$ cat src/rtl/tx_pkg.sv
// tx_pkg: shared constants, scheduler state encoding and helpers for the frame scheduler.
//   PKT_W          width of one packet (8-bit header + 128-bit data)
//   FRAME_OVERHEAD preamble + SFD + header + CRC bits added around the payload
//   state_e        scheduler FSM states
//   frame_cnt()    frame-length counter preload (F-1) from the header length nibble
//   onehot_idx()   one-hot requester vector to its 2-bit index
package tx_pkg;
   localparam int PKT_W          = 136;
   localparam int PREAMBLE_BITS  = 16;
   localparam int SFD_BITS       = 8;
   localparam int HDR_BITS       = 8;
   localparam int CRC_BITS       = 8;
   localparam int FRAME_OVERHEAD = PREAMBLE_BITS + SFD_BITS + HDR_BITS + CRC_BITS;

   typedef enum logic [1:0] {
      S_IDLE       = 2'd0,
      S_START      = 2'd1,
      S_WAIT_FRAME = 2'd2,
      S_GAP        = 2'd3
   } state_e;

   // F - 1 = FRAME_OVERHEAD + (len + 1) * 8 - 1, range 47..167
   function automatic logic [7:0] frame_cnt(input logic [3:0] len);
      return 8'(FRAME_OVERHEAD + 7) + {1'b0, len, 3'b000};
   endfunction

   function automatic logic [1:0] onehot_idx(input logic [3:0] oh);
      return {oh[3] | oh[2], oh[3] | oh[1]};
   endfunction
endpackage

$ cat src/rtl/tx_scheduler_rr_arbiter4.sv
// rr_arbiter4: combinational 4-way round-robin picker.
//   i_req        request vector
//   i_last_grant index of the previous winner; search starts one above it
//   o_winner     one-hot winner, zero when no request is present
module rr_arbiter4 (
   input  logic [3:0] i_req,
   input  logic [1:0] i_last_grant,
   output logic [3:0] o_winner
);
   logic [1:0] w_idx;

   // Scan from lowest to highest priority so the nearest requester after
   // last_grant overwrites any farther one.
   always_comb begin
      o_winner = '0;
      w_idx    = '0;
      for (int k = 4; k >= 1; k--) begin
         w_idx = i_last_grant + 2'(k);
         if (i_req[w_idx]) o_winner = 4'b0001 << w_idx;
      end
   end
endmodule

$ cat src/rtl/tx_scheduler.sv
// tx_scheduler: round-robin frame scheduler feeding a serial transmitter.
//   i_clk          clock, rising edge
//   i_rst_n        synchronous active-low reset
//   i_sched_en     permits new grants; an in-flight frame/gap always completes
//   i_req          per-requester level request
//   i_req_packet   four packets, requester i at [136*i +: 136]
//   o_grant        one-cycle one-hot acknowledge (packet captured that cycle)
//   o_tx_start     one-cycle transmitter start pulse
//   o_tx_packet    packet held for the transmitter until the next grant
//   o_busy         high from the grant cycle through the last gap cycle
//   o_frame_done   one-cycle pulse on the last transmitter-active cycle
module tx_scheduler import tx_pkg::*; #(
   parameter int IFG = 12
) (
   input  logic               i_clk,
   input  logic               i_rst_n,
   input  logic               i_sched_en,
   input  logic [3:0]         i_req,
   input  logic [4*PKT_W-1:0] i_req_packet,
   output logic [3:0]         o_grant,
   output logic               o_tx_start,
   output logic [PKT_W-1:0]   o_tx_packet,
   output logic               o_busy,
   output logic               o_frame_done
);
   localparam logic [7:0] GAP_CNT = (IFG == 0) ? 8'd0 : 8'(IFG - 1);

   state_e           r_state;
   logic [7:0]       r_cnt;
   logic [1:0]       r_last_grant;
   logic [3:0]       r_grant;
   logic             r_tx_start;
   logic [PKT_W-1:0] r_tx_packet;
   logic             r_busy;
   logic             r_frame_done;

   state_e     w_state_nx;
   logic [7:0] w_cnt_nx;
   logic [3:0] w_winner;
   logic [3:0] w_grant_nx;
   logic [1:0] w_win_idx;
   logic       w_tx_start_nx;
   logic       w_frame_done_nx;

   rr_arbiter4 u_arb (
      .i_req        (i_req),
      .i_last_grant (r_last_grant),
      .o_winner     (w_winner)
   );

   assign w_win_idx = onehot_idx(w_winner);

   // Outputs are registered from next-state decisions, so each visible pulse
   // lags the internal state that produced it by one cycle.
   always_comb begin
      w_state_nx      = r_state;
      w_cnt_nx        = r_cnt;
      w_grant_nx      = '0;
      w_tx_start_nx   = 1'b0;
      w_frame_done_nx = 1'b0;
      case (r_state)
         S_IDLE: begin
            if (i_sched_en && |i_req) begin
               w_grant_nx = w_winner;
               w_state_nx = S_START;
            end
         end
         S_START: begin
            w_tx_start_nx = 1'b1;
            w_cnt_nx      = frame_cnt(r_tx_packet[131:128]);
            w_state_nx    = S_WAIT_FRAME;
         end
         S_WAIT_FRAME: begin
            if (r_cnt == 8'd0) begin
               w_frame_done_nx = 1'b1;
               w_cnt_nx        = GAP_CNT;
               w_state_nx      = (IFG == 0) ? S_IDLE : S_GAP;
            end else begin
               w_cnt_nx = r_cnt - 8'd1;
            end
         end
         S_GAP: begin
            w_cnt_nx   = (r_cnt == 8'd0) ? r_cnt : r_cnt - 8'd1;
            w_state_nx = (r_cnt == 8'd0) ? S_IDLE : S_GAP;
         end
         default: w_state_nx = S_IDLE;
      endcase
   end

   always_ff @(posedge i_clk) begin
      if (!i_rst_n) begin
         r_state      <= S_IDLE;
         r_cnt        <= '0;
         r_last_grant <= 2'd3;
         r_grant      <= '0;
         r_tx_start   <= 1'b0;
         r_tx_packet  <= '0;
         r_busy       <= 1'b0;
         r_frame_done <= 1'b0;
      end else begin
         r_state      <= w_state_nx;
         r_cnt        <= w_cnt_nx;
         r_grant      <= w_grant_nx;
         r_tx_start   <= w_tx_start_nx;
         r_frame_done <= w_frame_done_nx;
         // The first IDLE cycle after the gap is still the last visible gap cycle.
         r_busy       <= (r_state != S_IDLE) || (|w_grant_nx);
         if (|w_grant_nx) begin
            r_tx_packet  <= i_req_packet[w_win_idx*PKT_W +: PKT_W];
            r_last_grant <= w_win_idx;
         end
      end
   end

   assign o_grant      = r_grant;
   assign o_tx_start   = r_tx_start;
   assign o_tx_packet  = r_tx_packet;
   assign o_busy       = r_busy;
   assign o_frame_done = r_frame_done;
endmodule

$ cat config.mk
export PLATFORM = sky130hd
export DESIGN_NAME = tx_scheduler
export DESIGN_NICKNAME = d
export VERILOG_FILES = /design/src/rtl/tx_pkg.sv /design/src/rtl/tx_scheduler_rr_arbiter4.sv /design/src/rtl/tx_scheduler.sv
export SDC_FILE = /design/constraint.sdc
export NUM_CORES = 1
export LEC_CHECK = 0
export BUFFER_PORTS_ARGS = -buffer_cell sky130_fd_sc_hd__buf_2
export CAP_MARGIN = 20
export CORE_AREA = 2 2 267 269
export DETAILED_ROUTE_END_ITERATION = 6
export DIE_AREA = 0 0 269 271
export PLACE_DENSITY = 0.34
export SYNTH_ARGS = -nofsm -noshare
export SYNTH_HDL_FRONTEND = slang
export SYNTH_SLANG_ARGS = --single-unit
$ cat constraint.sdc
create_clock -name i_clk -period 4.2 [get_ports i_clk]
set_input_delay 0.63 -clock i_clk [delete_from_list [all_inputs] [get_ports i_clk]]
set_output_delay 0.63 -clock i_clk [all_outputs]
set_load 0.03 [all_outputs]
==> flow_metrics.py <==
metrics = {
    "sta": {
        "max_freq_mhz": 265,
        "grt_setup_unrepaired": "false",
        "relSlewSlack": 0.572,
        "finalSetupViolations": 0,
        "finalSetupTns_ns": 0,
        "period_minus_slack_ns": 3.78,
        "hold_slack_ns": 0.461,
        "hold_viol_final": 0,
        "worstMarginPinSlew_ns": 0.639,
        "drv_slew": 0,
        "fin_crit_sh": 0.900,
        "finalClockSkew_ns": 0.00800,
    },
    "layout": {
        "fin_util": 0.209,
        "drive_above_1_share": 0.380,
        "layout.cells.non_filler": 2936,
        "multi_input_area_um2": 5830,
        "final_common_cell": "buf_2",
        "fill_cells": 8101,
        "seqCellArea_um2": 3100,
        "fin_area_um2": 14600,
        "area_growth_syn_to_layout_pct": 53.6,
        "layout_common_cells": "693 x buf_2, 565 x nand2_1, 273 x nand3_1, 155 x dfxtp_1, 136 x a32o_1",
        "fin_nets": 2542,
    },
    "clock_tree": {
        "post_cts_resized": 0,
        "cts_tree": "built",
        "path_clk_slew_ns": 0.07,
        "cts_root_buffer": "clkbuf_16",
        "htreeDepth": 4,
        "clk_latency_ns": 0.47,
        "cts.sinks": 155,
        "cts_made_buffers": 17,
        "postCtsHoldBufs": 0,
        "cts_buffer_depth": 2,
        "postCtsSetupRepairBufs": 0,
    },
    "routing": {
        "detail-route-antenna-nets": 0,
        "routed-via-count": 12600,
        "wirelength_mm": 55.6,
        "post-route-drc-count": 0,
        "drtIter0Drc": 679,
        "post_drt_wl_per_cell_um": 18.9,
        "vias_per_cell": 4.29,
        "dr.pass1.iters": 7,
    },
    "die": {
        "start_util": 0.136,
        "die_area_um2": 72900,
        "placementRows": 97,
        "die_h_um": 271,
        "dieWidth_um": 269,
        "ios": 694,
        "core-area_um2": 69800,
    },
    "logic_synthesis": {
        "ys_seq_elements": 155,
        "synth.distinct_cells": 49,
        "yosys_warnings": 0,
        "syn_area_um2": 9480,
        "synth_seq_area_share": 0.327,
        "synth-edff-count": 0,
        "syn_inst": 1374,
        "synth_nets": 1935,
        "syn_avg_cell_area_um2": 6.90,
        "synth-async-reset-ratio": 0,
        "ys.flop_type": "dfxtp_1",
    },
    "pwr": {
        "switching_share": 0.575,
        "vdd_ir_drop_max_v": 0.00109,
        "netSwitchingPower_mw": 8.57,
        "power.density_nw_per_um2": 1020,
        "p_int_mw": 6.33,
        "power.leakage_nw": 7.12,
        "pwr-share-clk": 0.117,
        "p_seq_frac": 0.136,
        "power_frac_comb": 0.746,
    },
    "placement": {
        "dpl.cell_count": 2902,
        "place.gp.congestion": 0.835,
        "dpl_cell_area_um2": 13900,
        "port_buffers": 693,
        "hpwl_mm": 42.4,
    },
    "global_routing": {
        "grt_max_degree": 82,
        "overflow": 0,
        "track_usage": 0.144,
        "grt_pass1_vias": 12500,
        "antenna_found_initial": 8,
        "grt_pass1_wl_mm": 78.7,
    },
    "flow_run": {
        "maxCapViolations": 0,
    },
    "min_path": {
        "hold_path_class": "register to register",
    },
    "worst_setup_path": {
        "cp_cell_sequence": "inv_1 > ha_1 > mux4_2 > a211oi_1 > a211o_1 > o211ai_1 > o31a_1 > nor2b_4 > buf_12 > a32o_1",
        "critPathLaunchType": "register",
        "crit_family": "compound AO/OA/AOI/OAI gates",
        "critPathKind": "register to register",
        "critical_path_arrival_ns": 4.19,
        "cp-end-kind": "register",
        "required_ns": 4.61,
        "max_stage_delay_ns": 0.56,
        "slowest_stage": "mux4_2",
        "path_max_fanout": 68,
        "cp_num_buf_inv": 2,
    },
    "status": {
        "status": "completed",
    },
}
==> layout make-up <==
| cell class | instances | area share |
|---|---|---|
| clock inverters | 11 | 0.0116 |
| multi-input cells | 1087 | 0.400 |
| clock buffers | 20 | 0.0307 |
| well taps | 940 | 0.0808 |
| inverters | 7 | 0.00180 |
| repair buffers | 713 | 0.261 |
| diodes | 3 | 0.000515 |
| flip-flops and latches | 155 | 0.213 |
==> path summary, 6_finish.rpt <==
path,from,cells after the start,slack [ns],endpoint
setup / recovery,r_last_grant[1],10,0.42,o_tx_packet[37]
setup reg to reg,r_last_grant[1],10,0.42,o_tx_packet[37]
hold reg to reg,o_tx_packet[33],1,0.46,o_tx_packet[33]
hold / removal,o_tx_packet[33],1,0.46,o_tx_packet[33]
==> worst register-to-register path: stages, from the launching register on <==
cell      delay (ns)
dfxtp_1         0.51
inv_1           0.18
ha_1            0.41
mux4_2          0.56
a211oi_1        0.27
a211o_1         0.22
o211ai_1        0.28
o31a_1          0.47
nor2b_4         0.20
buf_12          0.28
a32o_1          0.35
==> metal layers <==
metal / global-route usage / share of wire
met3: 0.0446 / 0.086
met2: 0.257 / 0.50
met1: 0.162 / 0.39
met4: 0.0456 / 0.019
met5: 0 / 0.0010
==> state kept, by name, summed over array words and instances (netlist names) <==
signal	count
o_busy	1
o_frame_done	1
o_grant	4
o_tx_packet	136
o_tx_start	1
r_cnt	8
r_last_grant	2
r_state	2
==> per-stage QoR <==
stage          total power [mW]  setup WS [ns]
2_1_floorplan              9.59          0.990
3_3_place_gp               13.4          0.564
3_5_place_dp               13.4          0.496
4_1_cts                    15.2          0.450
5_1_grt                    16.3          0.225
6_report                   14.9          0.420
==> power groups by stage <==
stage	sequential [mW]	combinational (mW)	clock, mW
2_1_floorplan	2.57	7.02	0
3_3_place_gp	2.06	11.3	0
3_5_place_dp	2.06	11.3	0
4_1_cts	2.04	11.3	1.85
5_1_grt	2.07	12.3	1.89
6_report	2.03	11.1	1.75
==> kinds of logic (layout without fill, tap and decap cells) <==
kind of cell             Yosys count  after routing  share of synthesized area
flip-flops                       155            155                      0.327
AO/OA/AOI/OAI                    182            182                      0.180
AND/OR/NAND/NOR                  881            881                      0.395
adder cells (fa/ha/maj)           10             10                     0.0132
buffers and inverters            132            751                     0.0636
multiplexers                      11             11                     0.0174
XOR/XNOR                           3              3                    0.00277
other                              0              3                          0
==> synth_stat cells (2+ instances only) <==
library cell / count / area (um^2)
o31ai_1: 4 / 30.0
nor2b_1: 11 / 68.8
inv_1: 7 / 26.3
a22oi_1: 3 / 22.5
buf_6: 5 / 56.3
a32o_1: 136 / 1360
o21a_1: 2 / 15.0
o21ai_0: 5 / 25.0
dfxtp_1: 155 / 3100
o211a_1: 3 / 30.0
o22ai_1: 6 / 37.5
a211o_1: 2 / 17.5
and2_1: 2 / 12.5
a21oi_1: 6 / 30.0
buf_1: 9 / 33.8
o211ai_1: 4 / 30.0
buf_4: 3 / 22.5
clkbuf_1: 61 / 229
nand2_1: 565 / 2120
mux2i_1: 3 / 30.0
mux4_2: 4 / 90.1
mux2_2: 4 / 45.0
nor3_1: 6 / 30.0
nor4_1: 2 / 12.5
ha_1: 10 / 125
and3_1: 4 / 25.0
nor3b_1: 2 / 15.0
xor2_1: 2 / 17.5
nand2b_1: 5 / 31.3
nand3_1: 273 / 1370
buf_2: 47 / 235
nor2_1: 5 / 18.8
o31a_1: 2 / 17.5
Note: power is estimated with default switching activity, not from simulation.
